--- config.mk ---
export PLATFORM = sky130hd
export DESIGN_NAME = vc_fifo_bank
export DESIGN_NICKNAME = d
export VERILOG_FILES = /design/src/rtl/vc_fifo_bank_pkg.sv /design/src/rtl/vc_fifo_chan.sv /design/src/rtl/vc_fifo_bank.sv
export SDC_FILE = /design/constraint.sdc
export NUM_CORES = 1
export LEC_CHECK = 0
export ABC_AREA = 1
export BUFFER_PORTS_ARGS = -buffer_cell sky130_fd_sc_hd__buf_2
export CAP_MARGIN = 40
export CORE_ASPECT_RATIO = 0.6
export CORE_MARGIN = 5
export CORE_UTILIZATION = 55
export DETAILED_ROUTE_END_ITERATION = 12
export GPL_ROUTABILITY_DRIVEN = 0
export PLACE_DENSITY_LB_ADDON = 0.1
export SETUP_SLACK_MARGIN = 0.15
export SYNTH_ARGS = -nofsm -noshare
export SYNTH_HDL_FRONTEND = slang
export SYNTH_HIERARCHICAL = 1
export SYNTH_SLANG_ARGS = --single-unit
--- constraint.sdc ---
create_clock -name clk -period 2.9 [get_ports clk]
set_input_delay 0.58 -clock clk [delete_from_list [all_inputs] [get_ports clk]]
set_output_delay 0.58 -clock clk [all_outputs]
set_load 0.01 [all_outputs]
--- src/rtl/vc_fifo_bank_pkg.sv ---
// Shared constants and types for the multi-channel TC/VC FIFO bank.
package vc_fifo_bank_pkg;

    localparam int unsigned DEF_BW    = 6;
    localparam int unsigned DEF_DEPTH = 16;
    localparam int unsigned DEF_NCH   = 4;

    // Ceiling log2 for parameter derivation; clog2(1) == 0.
    function automatic int unsigned clog2(input int unsigned v);
        int unsigned r;
        r = 0;
        for (int unsigned i = 0; i < 32; i++) begin
            if ((64'd1 << i) < 64'(v)) r = i + 1;
        end
        return r;
    endfunction

    typedef struct packed {
        logic full;
        logic empty;
        logic almost_full;
        logic almost_empty;
    } chan_flags_t;

endpackage

--- src/rtl/vc_fifo_chan.sv ---
// One FIFO channel: storage, wrapping pointers, fill counter and sticky errors.
module vc_fifo_chan
    import vc_fifo_bank_pkg::*;
#(
    parameter  int unsigned BW    = DEF_BW,
    parameter  int unsigned DEPTH = DEF_DEPTH,
    localparam int unsigned AW    = clog2(DEPTH),
    localparam int unsigned FW    = AW + 1
) (
    input  logic          clk,
    input  logic          reset_L,
    input  logic          wr_acc,
    input  logic          rd_acc,
    input  logic          set_ovr,
    input  logic          set_udr,
    input  logic          err_clr,
    input  logic [BW-1:0] din,
    input  logic [FW-1:0] umbral_bajo,
    input  logic [FW-1:0] umbral_alto,
    output logic [BW-1:0] head_c,
    output chan_flags_t   flags_c,
    output logic [FW-1:0] fill,
    output logic          err_c
);

    logic [BW-1:0] mem [DEPTH];
    logic [AW-1:0] wraddr;
    logic [AW-1:0] rdaddr;
    logic          ovr;
    logic          udr;

    // Explicit wrap so non-power-of-two depths never index past DEPTH-1.
    function automatic logic [AW-1:0] next_ptr(input logic [AW-1:0] p);
        return (p == AW'(DEPTH - 1)) ? '0 : p + AW'(1);
    endfunction

    // Storage has no reset; only accepted writes touch it.
    always_ff @(posedge clk) begin
        if (reset_L && wr_acc) mem[wraddr] <= din;
    end

    always_ff @(posedge clk) begin
        if (!reset_L) begin
            wraddr <= '0;
            rdaddr <= '0;
            fill   <= '0;
            ovr    <= 1'b0;
            udr    <= 1'b0;
        end else begin
            if (wr_acc) wraddr <= next_ptr(wraddr);
            if (rd_acc) rdaddr <= next_ptr(rdaddr);
            case ({wr_acc, rd_acc})
                2'b10:   fill <= fill + FW'(1);
                2'b01:   fill <= fill - FW'(1);
                default: fill <= fill;
            endcase
            // A new error event wins over a same-cycle clear.
            ovr <= set_ovr | (ovr & ~err_clr);
            udr <= set_udr | (udr & ~err_clr);
        end
    end

    assign head_c  = mem[rdaddr];
    assign err_c   = ovr | udr;
    assign flags_c = '{
        full:         (fill == FW'(DEPTH)),
        empty:        (fill == '0),
        almost_full:  (fill >= umbral_alto),
        almost_empty: (fill <= umbral_bajo)
    };

endmodule

--- src/rtl/vc_fifo_bank.sv ---
// NCH independent FIFOs behind one write port and one read port, selected by channel index.
module vc_fifo_bank
    import vc_fifo_bank_pkg::*;
#(
    parameter  int unsigned BW      = DEF_BW,
    parameter  int unsigned DEPTH   = DEF_DEPTH,
    parameter  int unsigned NCH     = DEF_NCH,
    parameter  int unsigned REG_OUT = 0,
    localparam int unsigned FW      = clog2(DEPTH) + 1,
    localparam int unsigned CW      = (clog2(NCH) > 1) ? clog2(NCH) : 1
) (
    input  logic              clk,
    input  logic              reset_L,
    input  logic              fifo_wr,
    input  logic [CW-1:0]     fifo_wr_ch,
    input  logic [BW-1:0]     fifo_data_in,
    input  logic              fifo_rd,
    input  logic [CW-1:0]     fifo_rd_ch,
    input  logic [FW-1:0]     umbral_bajo,
    input  logic [FW-1:0]     umbral_alto,
    input  logic [NCH-1:0]    err_clr,
    output logic [BW-1:0]     fifo_data_out,
    output logic              fifo_rd_valid,
    output logic [NCH-1:0]    fifo_full,
    output logic [NCH-1:0]    fifo_empty,
    output logic [NCH-1:0]    fifo_almost_full,
    output logic [NCH-1:0]    fifo_almost_empty,
    output logic [NCH*FW-1:0] fifo_fill,
    output logic [NCH-1:0]    error_output
);

    logic [NCH-1:0] wr_req;
    logic [NCH-1:0] rd_req;
    logic [NCH-1:0] wr_acc;
    logic [NCH-1:0] rd_acc;
    logic [BW-1:0]  head_c  [NCH];
    chan_flags_t    flags_c [NCH];
    logic [FW-1:0]  fill    [NCH];
    logic [BW-1:0]  rd_data_c;
    logic           rd_valid_c;

    // Channel decode; out-of-range indices match no channel, and reset blocks all requests.
    for (genvar c = 0; c < NCH; c++) begin : g_chan
        assign wr_req[c] = reset_L && fifo_wr && (fifo_wr_ch == CW'(c));
        assign rd_req[c] = reset_L && fifo_rd && (fifo_rd_ch == CW'(c));
        assign rd_acc[c] = rd_req[c] && !flags_c[c].empty;
        assign wr_acc[c] = wr_req[c] && (!flags_c[c].full || rd_acc[c]);

        vc_fifo_chan #(
            .BW    (BW),
            .DEPTH (DEPTH)
        ) u_chan (
            .clk         (clk),
            .reset_L     (reset_L),
            .wr_acc      (wr_acc[c]),
            .rd_acc      (rd_acc[c]),
            .set_ovr     (wr_req[c] && !wr_acc[c]),
            .set_udr     (rd_req[c] && !rd_acc[c]),
            .err_clr     (err_clr[c]),
            .din         (fifo_data_in),
            .umbral_bajo (umbral_bajo),
            .umbral_alto (umbral_alto),
            .head_c      (head_c[c]),
            .flags_c     (flags_c[c]),
            .fill        (fill[c]),
            .err_c       (error_output[c])
        );

        assign fifo_full[c]              = flags_c[c].full;
        assign fifo_empty[c]             = flags_c[c].empty;
        assign fifo_almost_full[c]       = flags_c[c].almost_full;
        assign fifo_almost_empty[c]      = flags_c[c].almost_empty;
        assign fifo_fill[c*FW +: FW]     = fill[c];
    end

    // At most one channel accepts a read, so an OR-mux yields zero when nothing pops.
    always_comb begin
        rd_data_c  = '0;
        rd_valid_c = |rd_acc;
        for (int c = 0; c < NCH; c++) begin
            if (rd_acc[c]) rd_data_c = rd_data_c | head_c[c];
        end
    end

    if (REG_OUT != 0) begin : g_reg_out
        logic [BW-1:0] dout_q;
        logic          valid_q;

        always_ff @(posedge clk) begin
            if (!reset_L) begin
                dout_q  <= '0;
                valid_q <= 1'b0;
            end else begin
                dout_q  <= rd_data_c;
                valid_q <= rd_valid_c;
            end
        end

        assign fifo_data_out = dout_q;
        assign fifo_rd_valid = valid_q;
    end else begin : g_comb_out
        assign fifo_data_out = rd_data_c;
        assign fifo_rd_valid = rd_valid_c;
    end

endmodule

# Word-level counts from Yosys, hierarchy flattened

Memories as Yosys holds them, arrays and structs flattened. A register that Yosys moved wholly into a read port is not among the register bits.
Cells that the tools add are included.
Widths: inputs -> output; s select.

$add $sub $neg: 16
Order comparisons: 8
Equal/unequal tests: 26
Mux-type cells: 32
Bitwise logic cells: 27
Reduce and logical (&&, ||, !) cells: 61

Operators with widths:

| cell                | number |
|---|---|
| $mux 4              | 16 |
| $pmux 5 s2          | 4 |
| $add 4x1->4 const B | 8 |
| $eq 4x4->1 const B  | 8 |
| $logic_and 1x1->1   | 30 |
| $mux 6              | 4 |
| $add 5x1->5 const B | 4 |
| $eq 5x5->1 const B  | 4 |
| $ge 5x5->1          | 4 |
| $le 5x5->1          | 4 |
| $logic_not 5->1     | 4 |
| $sub 5x1->5 const B | 4 |
| $or 6x6->6          | 3 |
| $eq 2x2->1 const B  | 8 |
| $logic_not 1->1     | 16 |
| $eq 2x1->1 const B  | 6 |
| $or 1x1->1          | 12 |
| $and 1x1->1         | 8 |
| $mux 1              | 8 |
| $reduce_bool 2->1   | 4 |
| $logic_not 2->1     | 2 |
| $logic_or 1x1->1    | 4 |
| $not 1->1           | 4 |
| $reduce_or 4->1     | 1 |

Flip-flop bits (word level): 60
Bits in writable memories: 384
Logic and storage cells: 194
Memories kept: 4

Memory list:

| name                 | words | width | read ports | clocked after Yosys merged registers in | wr ports | RTL line           | text |
|---|---|---|---|---|---|---|---|
| g_chan[0].u_chan.mem | 16    | 6     | 1          | 1                                       | 1        | vc_fifo_chan.sv:26 | `logic [BW-1:0] mem [DEPTH];` |
| g_chan[1].u_chan.mem | 16    | 6     | 1          | 1                                       | 1        | vc_fifo_chan.sv:26 |  |
| g_chan[2].u_chan.mem | 16    | 6     | 1          | 1                                       | 1        | vc_fifo_chan.sv:26 |  |
| g_chan[3].u_chan.mem | 16    | 6     | 1          | 1                                       | 1        | vc_fifo_chan.sv:26 |  |

# Longest topological paths before layout

Gate-level depths: netlist (run 1).

Word-level depth: 10
Depth in mapped cells: 21

# Modules after synthesis

Netlist (run 1), hierarchy kept.

By module, submodules not included:

| module                              | times used | cells an instance | area an instance (sq um) |
|---|---|---|---|
| vc_fifo_chan (g_chan[0].u_chan ...) | 2          | 485               | 5226.3 |
| vc_fifo_chan (g_chan[2].u_chan)     | 1          | 485               | 5227.5 |
| vc_fifo_chan (g_chan[3].u_chan)     | 1          | 484               | 5221.3 |
| vc_fifo_bank                        | 1          | 102               | 473.0 |

# Worst setup path before layout (run 1)

Ideal clock, no wire load.

Path kind: register to register
Start point: register g_chan[0].u_chan.fill[1]
End point: register g_chan[0].u_chan.fill[4]
Arrival: 2.542 ns
Setup slack: 0.249 ns
Cell stages (with the launch flop): 21
Path buffers: 1
Cell sequence: dfxtp_1 > inv_1 > nand4_1 > nor2_1 > inv_1 > nand3_1 > a21oi_1 > clkbuf_1 > inv_1 > ha_1 > inv_1 > nand2_1 > nand2_1 > ha_1 > inv_1 > nand2_1 > nand3_1 > nand3_1 > nand3_1 > nand2_1 > inv_1

Longest elaborated chain between the ends: 7
Elaborated cells on any way between the ends: 13

Ends and longest elaborated chain:

| what                                                   | RTL line           | text |
|---|---|---|
| from (decl)                                            | vc_fifo_chan.sv:22 | `output logic [FW-1:0] fill,` |
| from (signal assigned)                                 | vc_fifo_chan.sv:53 | `2'b10: fill <= fill + FW'(1);` |
| from (signal assigned)                                 | vc_fifo_chan.sv:54 | `2'b01: fill <= fill - FW'(1);` |
| from (signal assigned)                                 | vc_fifo_chan.sv:55 | `default: fill <= fill;` |
| $logic_not 5->1 *                                      | vc_fifo_chan.sv:67 | `empty: (fill == '0),` |
| named net fifo_empty[0]                                | vc_fifo_bank.sv:25 | `output logic [NCH-1:0] fifo_empty,` |
| $logic_not 1->1 *                                      | vc_fifo_bank.sv:46 | `assign rd_acc[c] = rd_req[c] && !flags_c[c].empty;` |
| $logic_and 1x1->1 *                                    | vc_fifo_bank.sv:46 |  |
| $logic_or 1x1->1 *                                     | vc_fifo_bank.sv:47 | `assign wr_acc[c] = wr_req[c] && (!flags_c[c].full \|\| rd_acc[c]);` |
| $logic_and 1x1->1 *                                    | vc_fifo_bank.sv:47 |  |
| named net wr_acc[0]                                    | vc_fifo_bank.sv:34 | `logic [NCH-1:0] wr_acc;` |
| $eq 2x1->1 / $eq 2x2->1 (equally long branches)        | vc_fifo_chan.sv:52 | `case ({wr_acc, rd_acc})` |
| $pmux 5 s2 / $reduce_bool 2->1 (equally long branches) | n/a                |  |

The timed path passes the listed nets; every way through them passes the cells marked *.
A chain may end at the register's enable or synchronous reset.

==> results of run 1 <==
[cells by family after synthesis]
family | count (synthesis) | share of synthesized area (%)
buffers and inverters | 439 | 8.833
xor gates and xnor gates | 12 | 0.4917
DFF | 460 | 61.07
AOI/OAI and AO/OA | 420 | 12.34
and+or+nand+nor | 638 | 13.05
adders and majority gates | 72 | 4.215
[synthesized netlist by cell type (12+ instances only)]
cell type | number | area [sq um]
or2_2 | 12 | 75.07
buf_6 | 24 | 270.3
edfxtp_1 | 384 | 11530
inv_1 | 358 | 1344
o211ai_2 | 49 | 613.1
o21ai_0 | 137 | 685.7
clkbuf_1 | 23 | 86.33
nand3_1 | 211 | 1056
nand2_1 | 261 | 979.7
ha_1 | 72 | 900.9
nor2_1 | 118 | 442.9
nand4_1 | 22 | 137.6
o211ai_1 | 47 | 352.8
a21oi_1 | 171 | 855.8
dfxtp_1 | 76 | 1521
buf_2 | 24 | 120.1
[worst max-delay path: stages, from the launching register on]
cell and delay (ns):
dfxtp_4 0.39, buf_8 0.15, buf_16 0.15, o211ai_1 0.32, nand3_1 0.18, nand3_2 0.11, nand2_2 0.07, nand3_2 0.06
nand2_1 0.04, inv_1 0.06, nand2_2 0.07, buf_6 0.12
[area by class of cell]
class	instances	area share, %
Sequential cell	460	51.22
Multi-Input combinational cell	1142	27.30
Timing Repair Buffer	217	8.128
Inverter	359	5.291
Clock buffer	65	4.933
Tap cell	513	2.513
Clock inverter	12	0.5585
Timing Repair inverter	1	0.02939
Antenna cell	2	0.01960
[per-layer routing]
metal  vias up  track usage, %
met1      7454           38.57
met5         -               0
met3        69           3.896
met4         0           5.241
met2       678           36.19
li1       7390               -
[path summary, 6_finish.rpt]
path                            startpoint                       end  slack, ns  depth (start not counted)
setup / recovery                  register          fifo_data_out[4]       0.06                         11
setup reg to reg  g_chan[0].u_chan/fill[3]  g_chan[0].u_chan/fill[4]       0.34                         19
hold / removal                  err_clr[3]      g_chan[3].u_chan/ovr       0.36                          4
hold reg to reg   g_chan[0].u_chan/fill[0]  g_chan[0].u_chan/fill[0]       0.48                          1
[through the flow]
stage                     power [mW]  setup slack, ns
after floorplan                7.817           0.2488
after global placement         8.205           0.1437
after detailed placement       8.227        -0.001099
after CTS                      13.88          0.08589
after global routing           14.35        -0.003343
final                          13.90          0.05957
[where the power goes]
part           internal (mW)  total [mW]  leakage [nW]  switching (mW)
clock network           3.27        5.67         0.685            2.40
logic                  0.358        1.00          5.22           0.645
registers               7.18        7.22          4.07          0.0413
total                   10.8        13.9          9.98            3.09
[sequential cells by signal, indices dropped and copies added (netlist names), named ones only]
signal and cells:
g_chan.u_chan/fill 20, g_chan.u_chan/ovr 4, g_chan.u_chan/wraddr 16, g_chan.u_chan/udr 4
g_chan.u_chan/rdaddr 16, g_chan.u_chan/mem 384
[repair_timing]
| item | in CTS | in global routing |
|---|---|---|
| pin swaps | 17 | 85 |
| cloned | 7 | 12 |
| endpoints found under the setup margin | 7 | 59 |
| resized for setup | 66 | 181 |
| setup buffers | 10 | 8 |
==> impl_metrics.yaml, run 1 <==
yosys:
  ys_seq_area_share_pct: 61.07
  synth_nets: 2141
  async_flop_share_pct: 0
  ys_types: 30
  synth_seq_cells: 460
  synth.avg_cell_area_sq_um: 10.47
  synthFlopType: "edfxtp_1"
  syn_inst: 2041
  netlist_area_sq_um: 21370
  synth-edff-count: 384
  yosysWarnings: 6
timing:
  maxSlewHeadroom_pct: 41.46
  skew_ns: 0.01942
  hold_violations: 0
  min_period_ns: 2.840
  max_freq_mhz: 352.1
  post-route-period-util_pct: 97.95
  setup_tns_ns: 0
  slew_viol_final: 0
  tightest_slew_ns: 0.8781
  rsz0062_at_grt: "true"
  finalSetupViolations: 0
  holdWs_ns: 0.3602
placed_design:
  dpl_cell_area_sq_um: 22860
  dp.cells: 2655
  port_buffers: 74
  dp_hpwl_um: 35470
grt:
  antenna_found_initial: 2
  grt_pass1_vias: 14455
  overflow: 0
  grt_start_max_net_pins: 65
  track_usage_pct: 24.50
  grt_pass1_wl_um: 83140
setup_path:
  worst_ep_arrival_time_ns: 2.26
  critPathKind: "reg2out"
  worst_setup_path_end_kind: "output pin"
  cp_max_fo: 6
  worstPathRequired_ns: 2.32
  start_kind: "register"
layout:
  multi_input_comb_area_sq_um: 6973
  fin_cells: 2771
  area_growth_syn_to_layout_pct: 19.49
  num-nets-final: 2323
  seqCellArea_sq_um: 13080
  post-route-util_pct: 67.11
  most-common-layout-cells: "edfxtp_1, inv_1, nand2_1"
  nFillCells: 2920
  layout_commonest_cell: "edfxtp_1"
  drive_gt1_share_pct: 22.16
  design_area_sq_um: 25540
clock_tree:
  cts_root_buf: "clkbuf_16"
  cts-buffers-inserted: 42
  htreeDepth: 2
  clkTransAtPathRegs_ns: 0.06
  clock_latency_ns: 0.55
  cts_hold_buf: 0
  cts_tree: "done"
  cts_sinks: 460
  cts_max_path_buffers: 3
route:
  routed_wl_um: 55780
  wl_met1_um: 25640
  vias: 15591
  route.met2.wl_um: 24090
  firstDrtPassIters: 5
  wl_per_cell_um: 20.13
  drt_drc_violations_left: 0
  topRoutingLayerUsed: "met4"
  wl_met3_um: 5059
  viasPerCell: 5.626
  ant_nets: 0
  drtIter0Drc: 1662
die:
  die_area_sq_um: 43030
  die_w_um: 264.5
  die_h_um: 162.7
  start_util_pct: 56.17
  design.core.area_sq_um: 38060
  rows: 55
  num_io_pins: 75
pwr:
  cellPowerDensity_nw_per_um2: 544.1
  vdd_ir_drop_max_v: 0.0006166
  p_leak_nw: 9.976
job:
  drv_cap: 0
status:
  status: "finished, final reports clean"
hold_path:
  holdCritPathClass: "in2reg"
Note: power is estimated with default switching activity, not from simulation.
==> run 2: changes to the inputs <==
--- a/config.mk
+++ b/config.mk
@@ -13,7 +13,7 @@
 export CORE_UTILIZATION = 55
 export DETAILED_ROUTE_END_ITERATION = 12
 export GPL_ROUTABILITY_DRIVEN = 0
-export PLACE_DENSITY_LB_ADDON = 0.1
+export PLACE_DENSITY = 0.73
 export SETUP_SLACK_MARGIN = 0.15
 export SYNTH_ARGS = -nofsm -noshare
 export SYNTH_HDL_FRONTEND = slang
==> impl_metrics.yaml, run 2 (synthesis results as in run 1) <==
timing:
  min_period_ns: 2.909
  rsz0062_at_grt: "true"
  skew_ns: 0.02111
  fin_ws_ns: -0.009388
  hold_violations: 0
  tightest_slew_ns: 0.9193
  post-route-period-util_pct: 100.3
  maxSlewHeadroom_pct: 38.71
  max_freq_mhz: 343.7
  slew_viol_final: 0
  setup_tns_ns: -0.009388
  finalSetupViolations: 1
grt:
  grt_pass1_wl_um: 82410
  overflow: 0
  antenna_found_initial: 0
  grt_start_max_net_pins: 65
  grt_pass1_vias: 14638
  track_usage_pct: 24.52
hold_path:
  whs_path_depth: 4
  worstHoldEndpoint: "g_chan[0].u_chan/ovr"
  holdCritPathClass: "in2reg"
  min_from: "err_clr[0]"
route:
  routed_wl_um: 55230
  drtIter0Drc: 1650
  ant_nets: 0
  vias: 15685
  drt_drc_violations_left: 0
  wl_per_cell_um: 20.17
  firstDrtPassIters: 7
  viasPerCell: 5.727
setup_path:
  cpPeakStageDelay_ns: 0.36
  worstPathRequired_ns: 2.32
  r2r_slack_ns: 0.35
  r2r-start: "g_chan[3].u_chan/fill[3]"
  cp_slowest_cell: "dfxtp_4"
  cp_max_fo: 13
  cp_cell_sequence: "buf_12 -> buf_12 -> a21oi_1 -> o21ai_0 -> nand3_1 -> nand3_1 -> nand2_1 -> nand3_1 -> nand2_1 -> inv_1 -> nand2_1 -> buf_2"
  regToRegEndpoint: "g_chan[3].u_chan/mem[10][0]"
  worst_setup_path_end_kind: "output pin"
  reg2regPathDepth: 11
  critPathKind: "reg2out"
  start_kind: "register"
  worst_ep_arrival_time_ns: 2.33
placed_design:
  port_buffers: 74
  dp_hpwl_um: 35440
  dpl_cell_area_sq_um: 22670
  dp.cells: 2633
clock_tree:
  clock_latency_ns: 0.56
  cts_tree: "done"
  cts_sinks: 460
  cts_hold_buf: 0
  cts-buffers-inserted: 43
  clkTransAtPathRegs_ns: 0.07
  cts_root_buf: "clkbuf_16"
  cts_max_path_buffers: 3
  htreeDepth: 2
layout:
  largest_register_ffs: 384
  fin_cells: 2739
  design_area_sq_um: 24840
  regMostFlops: "g_chan.u_chan/mem"
  nFillCells: 2852
  most-common-layout-cells: "edfxtp_1, inv_1, nand2_1"
  area_growth_syn_to_layout_pct: 16.22
  num-nets-final: 2292
  post-route-util_pct: 65.27
  antenna_cells: 0
  top_regs: "g_chan.u_chan/mem: 384 flops, g_chan.u_chan/fill: 20 flops"
  drive_gt1_share_pct: 17.48
  layout_commonest_cell: "edfxtp_1"
die:
  num_io_pins: 75
  start_util_pct: 56.17
  die_h_um: 162.7
  rows: 55
  design.core.area_sq_um: 38060
  die_w_um: 264.5
  die_area_sq_um: 43030
pwr:
  cellPowerDensity_nw_per_um2: 557.9
  vdd_ir_drop_max_v: 0.0004638
  p_leak_nw: 9.699
  power_mw: 13.86
status:
  violations: "setup timing"
  status: "finished with violations"
job:
  drv_cap: 0
## run 2: area by class of cell
cell class	count	area, sq um	share of cell area (%)
inverter	359	1348	5.425
multi-input combinational	1142	6626	26.68
sequential	460	13080	52.67
clock buffer	57	1212	4.881
tap	513	641.9	2.584
clock inverter	22	203.9	0.8210
timing repair buffer	186	1725	6.946
## run 2: per-stage QoR
stage               hold slack (ns)  worst slack (ns)
finish                       0.3524         -0.009388
CTS                          0.3381           0.08363
global placement             0.4623            0.1892
global route                 0.3688          -0.04287
floorplan                    0.4511            0.2488
detailed placement           0.4692           0.08686
## run 2: worst max path at each step
stage,start,end,slack [ns]
3_3_place_gp,reset_L,g_chan[3].u_chan/fill[4],0.19
4_1_cts,register,fifo_data_out[4],0.08
6_report,register,fifo_data_out[4],-0.009
2_1_floorplan,g_chan[0].u_chan/fill[1],g_chan[0].u_chan/fill[4],0.25
5_1_grt,register,fifo_data_out[4],-0.04
3_5_place_dp,reset_L,g_chan[3].u_chan/mem[10][0],0.09
## run 2: critical path, delay by kind of cell, from the launching register on
family,cells,cell delay (ns)
AOI/OAI and AO/OA,2,0.36
buffers and inverters,4,0.45
and+or+nand+nor,6,0.60
DFF,1,0.36
## run 2: power by group
part / internal, mW / switching (mW) / total, mW
sequential: 7.18 / 0.0424 / 7.22
combinational: 0.337 / 0.628 / 0.965
clock: 3.23 / 2.44 / 5.67
## run 2: per-layer routing
layer | vias to the layer above | global-route usage, % | part of all wire, %
met1 | 7503 | 35.78 | 43
met2 | 748 | 36.97 | 43
met3 | 120 | 5.285 | 9.6
met5 | - | 0 | 0
met4 | 0 | 8.202 | 3.7
li1 | 7314 | - | -
## run 2: repair_timing
item	4_1_cts	5_1_grt
resized for setup	55	56
pin swaps	15	27
setup buffers	6	6
endpoints found under the setup margin	6	140
gates cloned	8	7
